## src/rtl/ifetch_pkg.sv

```systemverilog
// Shared types and constants for the instruction-fetch sequencer.
package ifetch_pkg;

    localparam logic [31:0] HALT_WORD_DEFAULT = 32'hFC000000;

    typedef enum logic {
        StRun  = 1'b0,
        StHalt = 1'b1
    } state_e;

    typedef struct packed {
        logic [31:0] pc;
        logic [31:0] instr;
    } fetch_entry_t;

endpackage

```

## src/rtl/ifetch_skid_fifo.sv

```systemverilog
// Two-entry shifting FIFO of fetch entries; flush wins over push, head holds when empty.
module ifetch_skid_fifo
    import ifetch_pkg::*;
(
    input  logic         clk,
    input  logic         rst,
    input  logic         push,
    input  logic         pop,
    input  logic         flush,
    input  fetch_entry_t push_data,
    output logic [1:0]   count,
    output fetch_entry_t head
);

    logic [1:0]   count_q, count_d;
    fetch_entry_t mem0_q, mem0_d;
    fetch_entry_t mem1_q, mem1_d;
    logic         do_pop, do_push;

    always_comb begin
        count_d = count_q;
        mem0_d  = mem0_q;
        mem1_d  = mem1_q;
        do_pop  = pop && (count_q != 2'd0);
        do_push = push && !flush && ((count_q < 2'd2) || do_pop);

        if (flush) begin
            count_d = 2'd0;
        end else begin
            case ({do_push, do_pop})
                2'b10: begin
                    if (count_q == 2'd0) mem0_d = push_data;
                    else                 mem1_d = push_data;
                    count_d = count_q + 2'd1;
                end
                2'b01: begin
                    // Only shift when a second entry exists so an empty head keeps its last value.
                    if (count_q == 2'd2) mem0_d = mem1_q;
                    count_d = count_q - 2'd1;
                end
                2'b11: begin
                    if (count_q == 2'd2) begin
                        mem0_d = mem1_q;
                        mem1_d = push_data;
                    end else begin
                        mem0_d = push_data;
                    end
                end
                default: ;
            endcase
        end
    end

    always_ff @(posedge clk) begin
        if (rst) begin
            count_q <= 2'd0;
            mem0_q  <= '0;
            mem1_q  <= '0;
        end else begin
            count_q <= count_d;
            mem0_q  <= mem0_d;
            mem1_q  <= mem1_d;
        end
    end

    assign count = count_q;
    assign head  = mem0_q;

endmodule

```

## src/rtl/ifetch_sequencer.sv

```systemverilog
// Instruction-fetch controller: PC, RUN/HALT FSM, redirect/flush and a 2-entry output buffer.
// Define IFETCH_PERF_EN to add saturating fetch_cnt / stall_cnt performance counters.
module ifetch_sequencer
    import ifetch_pkg::*;
#(
    parameter int unsigned ADDR_W    = 6,
    parameter logic [31:0] RESET_PC  = 32'h00000000,
    parameter logic [31:0] HALT_WORD = HALT_WORD_DEFAULT
) (
    input  logic              clk,
    input  logic              rst,
    output logic [ADDR_W-1:0] rom_addr,
    input  logic [31:0]       rom_dout,
    output logic              out_valid,
    input  logic              out_ready,
    output logic [31:0]       out_instr,
    output logic [31:0]       out_pc,
    input  logic              redirect_valid,
    input  logic [31:0]       redirect_pc,
    output logic              halted
`ifdef IFETCH_PERF_EN
    ,
    output logic [31:0]       fetch_cnt,
    output logic [31:0]       stall_cnt
`endif
);

    logic [31:0]  pc_q, pc_d;
    state_e       state_q, state_d;
    logic [1:0]   count;
    fetch_entry_t head;
    fetch_entry_t push_data;
    logic         push, pop, is_halt;

    assign out_valid = (count != 2'd0);
    assign pop       = out_valid && out_ready;
    assign push      = (state_q == StRun) && !redirect_valid && ((count < 2'd2) || pop);
    assign is_halt   = (rom_dout == HALT_WORD);
    assign rom_addr  = pc_q[ADDR_W+1:2];
    assign push_data = '{pc: pc_q, instr: rom_dout};
    assign out_pc    = head.pc;
    assign out_instr = head.instr;
    assign halted    = (state_q == StHalt);

    always_comb begin
        pc_d    = pc_q;
        state_d = state_q;
        if (redirect_valid) begin
            pc_d    = redirect_pc & ~32'h3;
            state_d = StRun;
        end else if (push) begin
            // The halt word is buffered but the PC stays on it.
            if (is_halt) state_d = StHalt;
            else         pc_d    = pc_q + 32'd4;
        end
    end

    always_ff @(posedge clk) begin
        if (rst) begin
            pc_q    <= RESET_PC;
            state_q <= StRun;
        end else begin
            pc_q    <= pc_d;
            state_q <= state_d;
        end
    end

    ifetch_skid_fifo u_fifo (
        .clk       (clk),
        .rst       (rst),
        .push      (push),
        .pop       (pop),
        .flush     (redirect_valid),
        .push_data (push_data),
        .count     (count),
        .head      (head)
    );

`ifdef IFETCH_PERF_EN
    logic [31:0] fetch_cnt_q, stall_cnt_q;

    always_ff @(posedge clk) begin
        if (rst) begin
            fetch_cnt_q <= 32'd0;
            stall_cnt_q <= 32'd0;
        end else begin
            if (push && (fetch_cnt_q != 32'hFFFFFFFF)) fetch_cnt_q <= fetch_cnt_q + 32'd1;
            if (out_valid && !out_ready && (stall_cnt_q != 32'hFFFFFFFF)) begin
                stall_cnt_q <= stall_cnt_q + 32'd1;
            end
        end
    end

    assign fetch_cnt = fetch_cnt_q;
    assign stall_cnt = stall_cnt_q;
`endif

endmodule
```

## config.mk

```make
export PLATFORM = sky130hd
export DESIGN_NAME = ifetch_sequencer
export DESIGN_NICKNAME = d
export VERILOG_FILES = /design/src/rtl/ifetch_pkg.sv /design/src/rtl/ifetch_skid_fifo.sv /design/src/rtl/ifetch_sequencer.sv
export SDC_FILE = /design/constraint.sdc
export NUM_CORES = 1
export LEC_CHECK = 0
export BUFFER_PORTS_ARGS = -buffer_cell sky130_fd_sc_hd__buf_2
export CELL_PAD_IN_SITES_DETAIL_PLACEMENT = 0
export CELL_PAD_IN_SITES_GLOBAL_PLACEMENT = 1
export CORE_MARGIN = 3
export CORE_UTILIZATION = 37
export CTS_CLUSTER_SIZE = 24
export DETAILED_ROUTE_END_ITERATION = 10
export MAX_ROUTING_LAYER = met4
export PLACE_DENSITY = 0.82
export SLEW_MARGIN = 40
export SYNTH_ARGS = -nofsm -noshare
export SYNTH_HDL_FRONTEND = slang
export SYNTH_SLANG_ARGS = --single-unit
```

## constraint.sdc

```tcl
create_clock -name clk -period 2.62 [get_ports clk]
set_input_delay 0.262 -clock clk [delete_from_list [all_inputs] [get_ports clk]]
set_output_delay 0.262 -clock clk [all_outputs]
set_load 0.02 [all_outputs]
```

* After elaboration in Yosys (flattened, before gate mapping)
Cells that the tools add are included.
** Word-level totals
- Output and inout port bits :: 72
- Bits of input ports :: 68
- Register bits :: 163
- Logic and storage cells :: 57
** Operators by class
- Reductions and logical operators :: 21
- Order comparisons :: 1
- Add/subtract/negate cells :: 3
- Equality and inequality tests :: 10
- Mux-type cells :: 11
- Bitwise logic cells :: 3
** Operator list (number)
- $mux W64 :: 5
- $pmux W64 S3 :: 1
- $pmux W64 S2 :: 1
- $mux W32 :: 3
- $add A32 B3 Y32 const B :: 1
- $eq A32 B32 Y1 const B :: 1
- $reduce_and A4 Y1 :: 2
- $reduce_bool A2 Y1 :: 4
- $eq A2 B2 Y1 const B :: 3
- $logic_and A1 B1 Y1 :: 6
- $ne A2 B1 Y1 const B :: 3
- $reduce_and A2 Y1 :: 3
- $ne A2 B2 Y1 const B :: 2
- $pmux W2 S2 :: 1
- $not A1 Y1 :: 3
- $reduce_bool A3 Y1 :: 1
- $add A2 B1 Y2 const B :: 1
- $eq A2 B1 Y1 const B :: 1
- $logic_not A2 Y1 :: 1
- $logic_or A1 B1 Y1 :: 2
- $lt A2 B2 Y1 const B :: 1
- $reduce_or A2 Y1 :: 1
- $sub A2 B1 Y2 const B :: 1
- $logic_not A1 Y1 :: 1

* Logic depth before layout (Yosys ltp)
Gate-level depths: netlist of run 1.
- Depth in word-level cells :: 9
- Depth in mapped cells :: 10

* By module
From an unflattened synthesis of run 1, not the netlist that was laid out.
** Unflattened totals
- Cells, all modules :: 969
- Area, all modules :: 8642.0 um^2
** Modules (own cells, without submodules)
- ifetch_skid_fifo :: instances 1, cells an instance 733, area an instance 6718.9 um^2, sequential area each 2602.5 um^2
- ifetch_sequencer :: instances 1, cells an instance 236, area an instance 1923.1 um^2, sequential area each 620.6 um^2

* Least setup slack after synthesis of run 1
OpenSTA, ideal clock, no wires.
- Kind :: reg-to-reg
- Start point :: reg u_fifo.count_q[1] (netlist: u_fifo.count[1])
- End point :: reg u_fifo.mem0_q (netlist bit u_fifo.head[0])
- Required time :: 2.483 ns
- Slack :: 0.142 ns
- Cell stages (with the launch flop) :: 10
- Arrival :: 2.341 ns
- Setup time :: 0.137 ns
- Path buffers :: 2
- Path through :: dfxtp_1 nor2b_1 or3_1 ha_1 mux2i_1 a21oi_1 nor3_1 clkbuf_1 buf_1 a211oi_1
** Between the ends
- Word-level cells in the longest chain between the ends :: 9
- Elaborated cells on any way between the ends :: 20
** RTL lines
- start: declaration :: RTL line ifetch_skid_fifo.sv:15 : logic [1:0] count_q, count_d;
- start signal: assignment :: RTL line ifetch_skid_fifo.sv:60 : count_q <= count_d;
- parallel branches: the longest is 9 deep, another holds $lt A2 B2 Y1
- end signal: assignment :: RTL line ifetch_skid_fifo.sv:61 : mem0_q <= mem0_d;
- end: declaration :: RTL line ifetch_skid_fifo.sv:16 : fetch_entry_t mem0_q, mem0_d;
Parallel ways; which one is timed is not known.
A chain may end at the register's enable or synchronous reset.

* Worst setup path in the final report of run 1
- Start point :: reg u_fifo.count_q[1] (netlist: u_fifo.count[1])
- End point :: reg u_fifo.mem0_q (netlist bit u_fifo.head[7])
Same word-level chain as after synthesis.

==> summary.txt, run 1 <==
Finish
  – Fin util: 46.8%
  – Fillers: 1787
  – Most common cell after layout, fill and taps aside: dfxtp_1
  – Area grow syn2layout: 23.1%
  – Commonest cells after routing, fill and taps aside: dfxtp_1, nand2_1, buf_2, nor2_1, a211oi_1
  – Nets: 1008
  – Final Instance Area: 8500 um2
  – Share of cells above drive strength 1: 21.9%

Global route
  – Initial antenna violation count: 1
  – First-pass GRT wire length: 30600 um
  – Grt total ovfl: 0
  – GRT Util Overall: 19.2%
  – Number of global-route vias before repair: 5789
  – Largest net degree at the start of global routing: 77

Synth
  – EDFF count, synth: 0
  – Area of the mapped netlist: 6900 um2
  – Flops & latches, synth: 157
  – Mapped Cells: 832
  – Post-synthesis cell type count: 53
  – Post-synth top flop: dfxtp_1
  – Fraction of registers with async set/reset: 0%
  – Syn Area/Cell: 8.30 um2
  – Seq/Total Area, Yosys: 45.5%
  – Yosys warning count: 0

Clock network
  – Cts hold-fix bufs: 0
  – CTS tree: built
  – CTS Buf Count: 17
  – Worst-skew pair later-pin latency: 0.42 ns
  – Clock transition at the registers of the reported paths: 0.06 ns
  – Bufs on Longest Clock Path: 2
  – Clock sinks: 157
  – H-tree lvl count: 4
  – Root buf cell: clkbuf_16

Drt
  – Detailed Routing Iterations Pass 1: 5
  – Post-route antenna net violation count: 0
  – Iter 0 DRT Violations: 500
  – WL/cell: 17.0 um
  – Post-Route WL: 20000 um
  – DRC: 0
  – Vias/cell: 5.48
  – Vias: 6447

Timing
  – Period minus WS final: 2.45 ns
  – Clk_skew: 0.00940 ns
  – Max-slew violations: 0
  – Worst Tran Pin Value: 0.677 ns
  – Fin. Hold Viols: 0
  – Fin Setup TNS: 0 ns
  – Max Fclk: 408 MHz
  – Final period utilization: 93.6%
  – Headroom to the max-slew limit: 54.9%
  – Setup violations, final: 0

Floorplan
  – DIE HEIGHT: 143 um
  – Core area: 18100 um2
  – Top Ports: 140
  – Die area: 20300 um2
  – Site Rows: 49
  – Die outline width: 143 um
  – Initial core utilization: 38.0%

Critical path
  – Critical path's largest stage delay: 0.38 ns
  – Worst path arrival time: 2.73 ns
  – Crit-path slowest cell: or3_1
  – CP endpoint kind: flop
  – Nature of the critical path startpoint: flop
  – CP max FO: 38
  – R2R depth: 9
  – Crit path cell chain: nor2b_1, or3_1, ha_1, mux2i_1, a21oi_2, nor3_4, buf_12, buf_6, a211oi_1
  – Worst Path Required: 2.90 ns
  – Crit Path Class: flop to flop

Power and ir drop
  – Comb power frac: 13.5%
  – Sequential share of power: 44.2%
  – Net Sw Frac: 26.2%
  – P_int: 4370 uW
  – Leak: 0.00323 uW
  – Switch Pwr: 1560 uW
  – Pwr dens: 698 nW/um2
  – Peak VDD IR: 0.000441 V
  – Clock network power share: 42.4%

Job
  – Max-cap violations: 0

Hold path
  – Hold path depth: 3
  – Worst min path class: input pin to flop

Placed design
  – Hpwl dp: 12600 um
  – PortBufs: 135
  – Dpl cell area: 7790 um2
  – Gpl congestion: 0.817

Status
  – Status: complete, no violations
-- cell usage after synthesis (3+ instances only) --
library cell | instances | area (um2)
dfxtp_1 | 157 | 3140
nand2_1 | 144 | 541
nor2_1 | 87 | 327
a21oi_1 | 74 | 370
a211oi_1 | 73 | 548
a22oi_1 | 62 | 465
clkbuf_1 | 59 | 221
inv_1 | 17 | 63.8
a311oi_1 | 14 | 123
nor4_1 | 10 | 62.6
buf_4 | 9 | 67.6
nand4_1 | 9 | 56.3
and3_1 | 7 | 43.8
and4_1 | 7 | 61.3
buf_2 | 7 | 35.0
nand3_1 | 7 | 35.0
o21ai_0 | 7 | 35.0
a2111oi_0 | 6 | 52.6
or4_1 | 6 | 45.0
ha_1 | 5 | 62.6
nor3_1 | 5 | 25.0
o21bai_1 | 5 | 37.5
o31ai_1 | 5 | 37.5
xnor2_1 | 5 | 43.8
buf_1 | 4 | 15.0
o211ai_1 | 3 | 22.5
o31a_1 | 3 | 26.3
or3_1 | 3 | 18.8
-- worst paths after layout --
check | from | to | slack (ns)
setup / recovery | u_fifo.count[1]$_SDFFE_PP0P_ | u_fifo.head[7]$_SDFFE_PP0P_ | 0.17
hold / removal | rom_dout[22] | u_fifo.mem1_q[22]$_SDFFE_PP0P_ | 0.11
setup reg to reg | u_fifo.count[1]$_SDFFE_PP0P_ | u_fifo.head[7]$_SDFFE_PP0P_ | 0.17
hold reg to reg | u_fifo.mem1_q[17]$_SDFFE_PP0P_ | u_fifo.mem1_q[17]$_SDFFE_PP0P_ | 0.45
-- logic make-up (layout without fill, tap and decap cells) --
logic type | Yosys count | after routing | share of synthesized area, %
muxes | 1 | 1 | 0.145
and+or+nand+nor | 299 | 299 | 19.8
buffers and inverters | 98 | 212 | 6.07
AOI/OAI and AO/OA | 264 | 264 | 26.6
adders and majority gates | 5 | 5 | 0.906
other | 1 | 3 | 0.0543
xor gates and xnor gates | 7 | 7 | 0.888
DFF | 157 | 157 | 45.5
-- layer usage --
layer	wire, um	vias up	GRT usage, %
li1	-	3216	-
met1	9540	3075	26.1
met2	9300	142	29.0
met4	209	0	4.90
met3	944	14	4.54
met5	0	-	-
-- layout make-up --
class / count / area (um2) / area share, %
timing repair buffer: 164 / 1030 / 12.1
sequential: 157 / 3140 / 37.0
inverter: 17 / 63.8 / 0.751
tap: 229 / 287 / 3.37
multi-input combinational: 578 / 3370 / 39.7
antenna: 1 / 2.50 / 0.0295
clock inverter: 10 / 140 / 1.65
clock buffer: 21 / 460 / 5.42
-- through the flow --
| step | setup WS [ns] | power [uW] | std cells | hold slack [ns] |
|---|---|---|---|---|
| global route | -0.0142 | 6190 | 1177 | 0.0892 |
| global placement | 0.231 | 3420 | 1140 | 0.441 |
| detailed placement | 0.122 | 3430 | 1140 | 0.446 |
| floorplan | 0.142 | 3150 | 833 | 0.398 |
| finish | 0.168 | 5930 | 1177 | 0.105 |
| CTS | 0.0784 | 5940 | 1171 | 0.0847 |
-- what timing repair did --
action / CTS / global route
gates resized for setup: 0 / 4
setup buffers: 0 / 2
endpoints found under the setup margin: 0 / 48
-- power by group through the flow --
stage | clock [uW] | combinational, uW | sequential [uW]
2_1_floorplan | 0 | 395 | 2750
3_3_place_gp | 0 | 753 | 2670
3_5_place_dp | 0 | 760 | 2670
4_1_cts | 2560 | 762 | 2620
5_1_grt | 2670 | 881 | 2640
6_report | 2510 | 798 | 2620
-- flip-flops by register name, indices dropped and copies added (netlist names) --
signal / cells
u_fifo.mem1_q: 62
halted: 1
pc_q: 30
u_fifo.head: 62
u_fifo.count: 2
-- worst max-delay path: cells and delay by family, from the launching register on --
family	cells	cell delay, ns
AO/OA/AOI/OAI	2	0.26
adder cells (fa/ha/maj)	1	0.27
buffers and inverters	2	0.46
flip-flops	1	0.35
multiplexers	1	0.19
AND/OR/NAND/NOR	3	0.79
No activity file was read; power rests on OpenSTA's default activity.
==> inputs of run 2 (changes only) <==
Settings changed: MAX_ROUTING_LAYER met4 to default, SLEW_MARGIN 40 to default.
==> run 2 against run 1 <==
Against the previous run:
- sequential share of layout area increased by 0.34 points
- die area unchanged
- worst setup slack lost 0.044 ns
- combinational power shrank 2.9%
- register-to-register slack worse by 0.04 ns
- sequential cell count unchanged
- total power fell by 1.1%
- via count up 0.20%
- critical endpoint is now u_fifo.head[16]$_SDFFE_PP0P_
- highest routed layer is now met5
==> summary.txt, run 2 (synthesis results as in run 1) <==
Power and ir drop
  – Comb power frac: 13.2% (-0.3 points)
  – Peak VDD IR: 0.000450 V (+2.1%)
  – Switch Pwr: 1560 uW (about the same)
  – Sequential share of power: 44.7% (+0.5 points)
  – Net Sw Frac: 26.6% (+0.31 points)
  – Pwr dens: 696 nW/um2 (-0.21%)
  – Clock network power share: 42.1% (-0.3 points)
  – Total power: 5860 uW (-1.1%)
  – Leak: 0.00320 uW (-0.93%)
  – P_int: 4310 uW (-1.5%)

Hold path
  – Hold endpoint: u_fifo.mem1_q[30]$_SDFFE_PP0P_
  – Hold_sp: rom_dout[30]
  – Hold path depth: 3 (unchanged)
  – Worst min path class: input pin to flop

Timing
  – Max-slew violations: 0 (unchanged)
  – Setup violations, final: 0 (unchanged)
  – Period minus WS final: 2.50 ns (+0.0440 ns)
  – Worst Tran Pin Value: 1.16 ns (+0.481 ns)
  – Hold WS: 0.100 ns (-0.00501 ns)
  – Clk_skew: 0.00998 ns (+0.000577 ns)
  – RSZ-0062 raised after global routing: true
  – Final period utilization: 95.3% (+1.7 points)
  – Fin. Hold Viols: 0 (unchanged)
  – Headroom to the max-slew limit: 22.8% (-32 points)
  – Max Fclk: 401 MHz (-1.8%)

Drt
  – Vias/cell: 5.49 (+0.29%)
  – WL met2: 9160 um (-1.6%)
  – Top Metal Used: met5
  – Post-route antenna net violation count: 0 (unchanged)
  – WL/cell: 16.8 um (-1.3%)
  – Metal-1 WL: 9240 um (-3.1%)
  – Post-Route WL: 19700 um (-1.4%)
  – Detailed Routing Iterations Pass 1: 8 (+3)
  – Met3 Routed Length: 1030 um (+9.1%)
  – DRC: 0 (unchanged)
  – Vias: 6460 (+0.20%)
  – Iter 0 DRT Violations: 422 (-16%)

Status
  – Status: complete, no violations

Critical path
  – Nature of the critical path startpoint: flop
  – Reg-to-Reg Start: u_fifo.count[1]$_SDFFE_PP0P_
  – Crit Path Class: flop to flop
  – Crit path cell chain: nor2b_2, or3_1, ha_1, mux2i_1, a21oi_2, nor3_4, buf_4, buf_6, a211oi_1
  – Internal reg-to-reg setup slack: 0.12 ns (-0.04 ns)
  – Worst path arrival time: 2.78 ns (+0.05 ns)
  – Worst Path Required: 2.90 ns (about the same)
  – CP endpoint kind: flop
  – R2R depth: 9 (unchanged)
  – CP max FO: 38 (unchanged)
  – Crit-path slowest cell: or3_1
  – R2R Path End: u_fifo.head[16]$_SDFFE_PP0P_
  – Critical path's largest stage delay: 0.38 ns (about the same)

Floorplan
  – DIE HEIGHT: 143 um (unchanged)
  – Site Rows: 49 (unchanged)
  – Die area: 20300 um2 (unchanged)
  – Die outline width: 143 um (unchanged)
  – Core area: 18100 um2 (unchanged)
  – Initial core utilization: 38.0% (unchanged)
  – Top Ports: 140 (unchanged)

Clock network
  – Clock sinks: 157 (unchanged)
  – Clock transition at the registers of the reported paths: 0.07 ns (about the same)
  – Worst-skew pair later-pin latency: 0.42 ns (about the same)
  – H-tree lvl count: 4 (unchanged)
  – Bufs on Longest Clock Path: 2 (unchanged)
  – Root buf cell: clkbuf_16
  – CTS Buf Count: 17 (unchanged)
  – CTS tree: built

Finish
  – Most common cell after layout, fill and taps aside: dfxtp_1
  – Post-Layout Cell Count: 1176 (-0.085%)
  – Commonest cells after routing, fill and taps aside: dfxtp_1, nand2_1, buf_2, nor2_1
  – Share of cells above drive strength 1: 21.7% (-0.19 points)
  – Nets: 1006 (-0.20%)
  – Area grow syn2layout: 22.0%

Placed design
  – Hpwl dp: 12600 um (+0.28%)
  – Gpl congestion: 0.806 (-1.4%)
  – Dpl cells: 1140 (unchanged)
  – PortBufs: 135 (unchanged)

Global route
  – Grt total ovfl: 0 (unchanged)
  – Initial antenna violation count: 1 (unchanged)
  – Largest net degree at the start of global routing: 77 (unchanged)
  – Number of global-route vias before repair: 5857 (+1.2%)
  – GRT Util Overall: 18.6% (-0.62 points)
  – First-pass GRT wire length: 30700 um (+0.34%)

Job
  – Max-cap violations: 0 (unchanged)
[run 2: cell types whose count changed in the layout (fill, tap and decap cells not counted), sizes merged]
cell	change
clkbuf	-2
clkinv	+2
buf	-1
[run 2: routing by layer]
layer	track usage [%]	vias up
met1	26.0	3064
li1	-	3212
met5	0	-
met3	4.03	22
met2	28.8	160
met4	5.75	2
[run 2: cell type report]
type | instances | area, um2
sequential | 157 | 3140
tap | 229 | 287
multi-input combinational | 578 | 3370
fill | 1798 | 9730
clock inverter | 12 | 146
clock buffer | 20 | 437
timing repair buffer | 162 | 968
antenna | 1 | 2.50
inverter | 17 | 63.8
[run 2: how the worst max path moves through the flow]
| stage | from | to | slack (ns) | cells after the start |
|---|---|---|---|---|
| 2_1_floorplan | u_fifo.count[1]$_SDFFE_PP0P_ | u_fifo.head[0]$_SDFFE_PP0P_ | 0.14 | 9 |
| 3_3_place_gp | u_fifo.count[1]$_SDFFE_PP0P_ | u_fifo.head[56]$_SDFFE_PP0P_ | 0.23 | 9 |
| 3_5_place_dp | u_fifo.count[1]$_SDFFE_PP0P_ | u_fifo.head[16]$_SDFFE_PP0P_ | 0.1 | 10 |
| 4_1_cts | u_fifo.count[1]$_SDFFE_PP0P_ | u_fifo.head[16]$_SDFFE_PP0P_ | 0.06 | 10 |
| 5_1_grt | u_fifo.count[1]$_SDFFE_PP0P_ | u_fifo.head[24]$_SDFFE_PP0P_ | -0.03 | 10 |
| 6_report | u_fifo.count[1]$_SDFFE_PP0P_ | u_fifo.head[16]$_SDFFE_PP0P_ | 0.12 | 9 |
[run 2: worst max-delay path: cells and delay by family (launching register included)]
kind / cells / cell delay, ns
AO/OA/AOI/OAI: 2 / 0.24
adder cells (fa/ha/maj): 1 / 0.27
buffers and inverters: 2 / 0.48
flip-flops: 1 / 0.35
multiplexers: 1 / 0.19
AND/OR/NAND/NOR: 3 / 0.82
[run 2: through the flow]
stage / setup slack, ns / TNS (ns) / instance area (um2) / utilization (%)
6_report: 0.124 / 0 / 8420 / 46.4
3_5_place_dp: 0.0988 / 0 / 7790 / 42.9
2_1_floorplan: 0.142 / 0 / 6910 / -
3_3_place_gp: 0.231 / 0 / 7790 / 42.9
5_1_grt: -0.0307 / -0.365 / 8420 / 46.4
4_1_cts: 0.0633 / 0 / 8370 / 46.1
[run 2: repair_timing]
action,4_1_cts,5_1_grt
buffers inserted,0,1
hold buffers,0,0
setup endpoints to repair,0,69
resized for setup,0,5
[run 2: power by group through the flow]
stage	Combinational [uW]	Clock, uW	Sequential (uW)
3_5_place_dp	760	0	2670
2_1_floorplan	395	0	2750
6_report	775	2470	2620
4_1_cts	762	2510	2620
5_1_grt	858	2610	2640
3_3_place_gp	753	0	2670
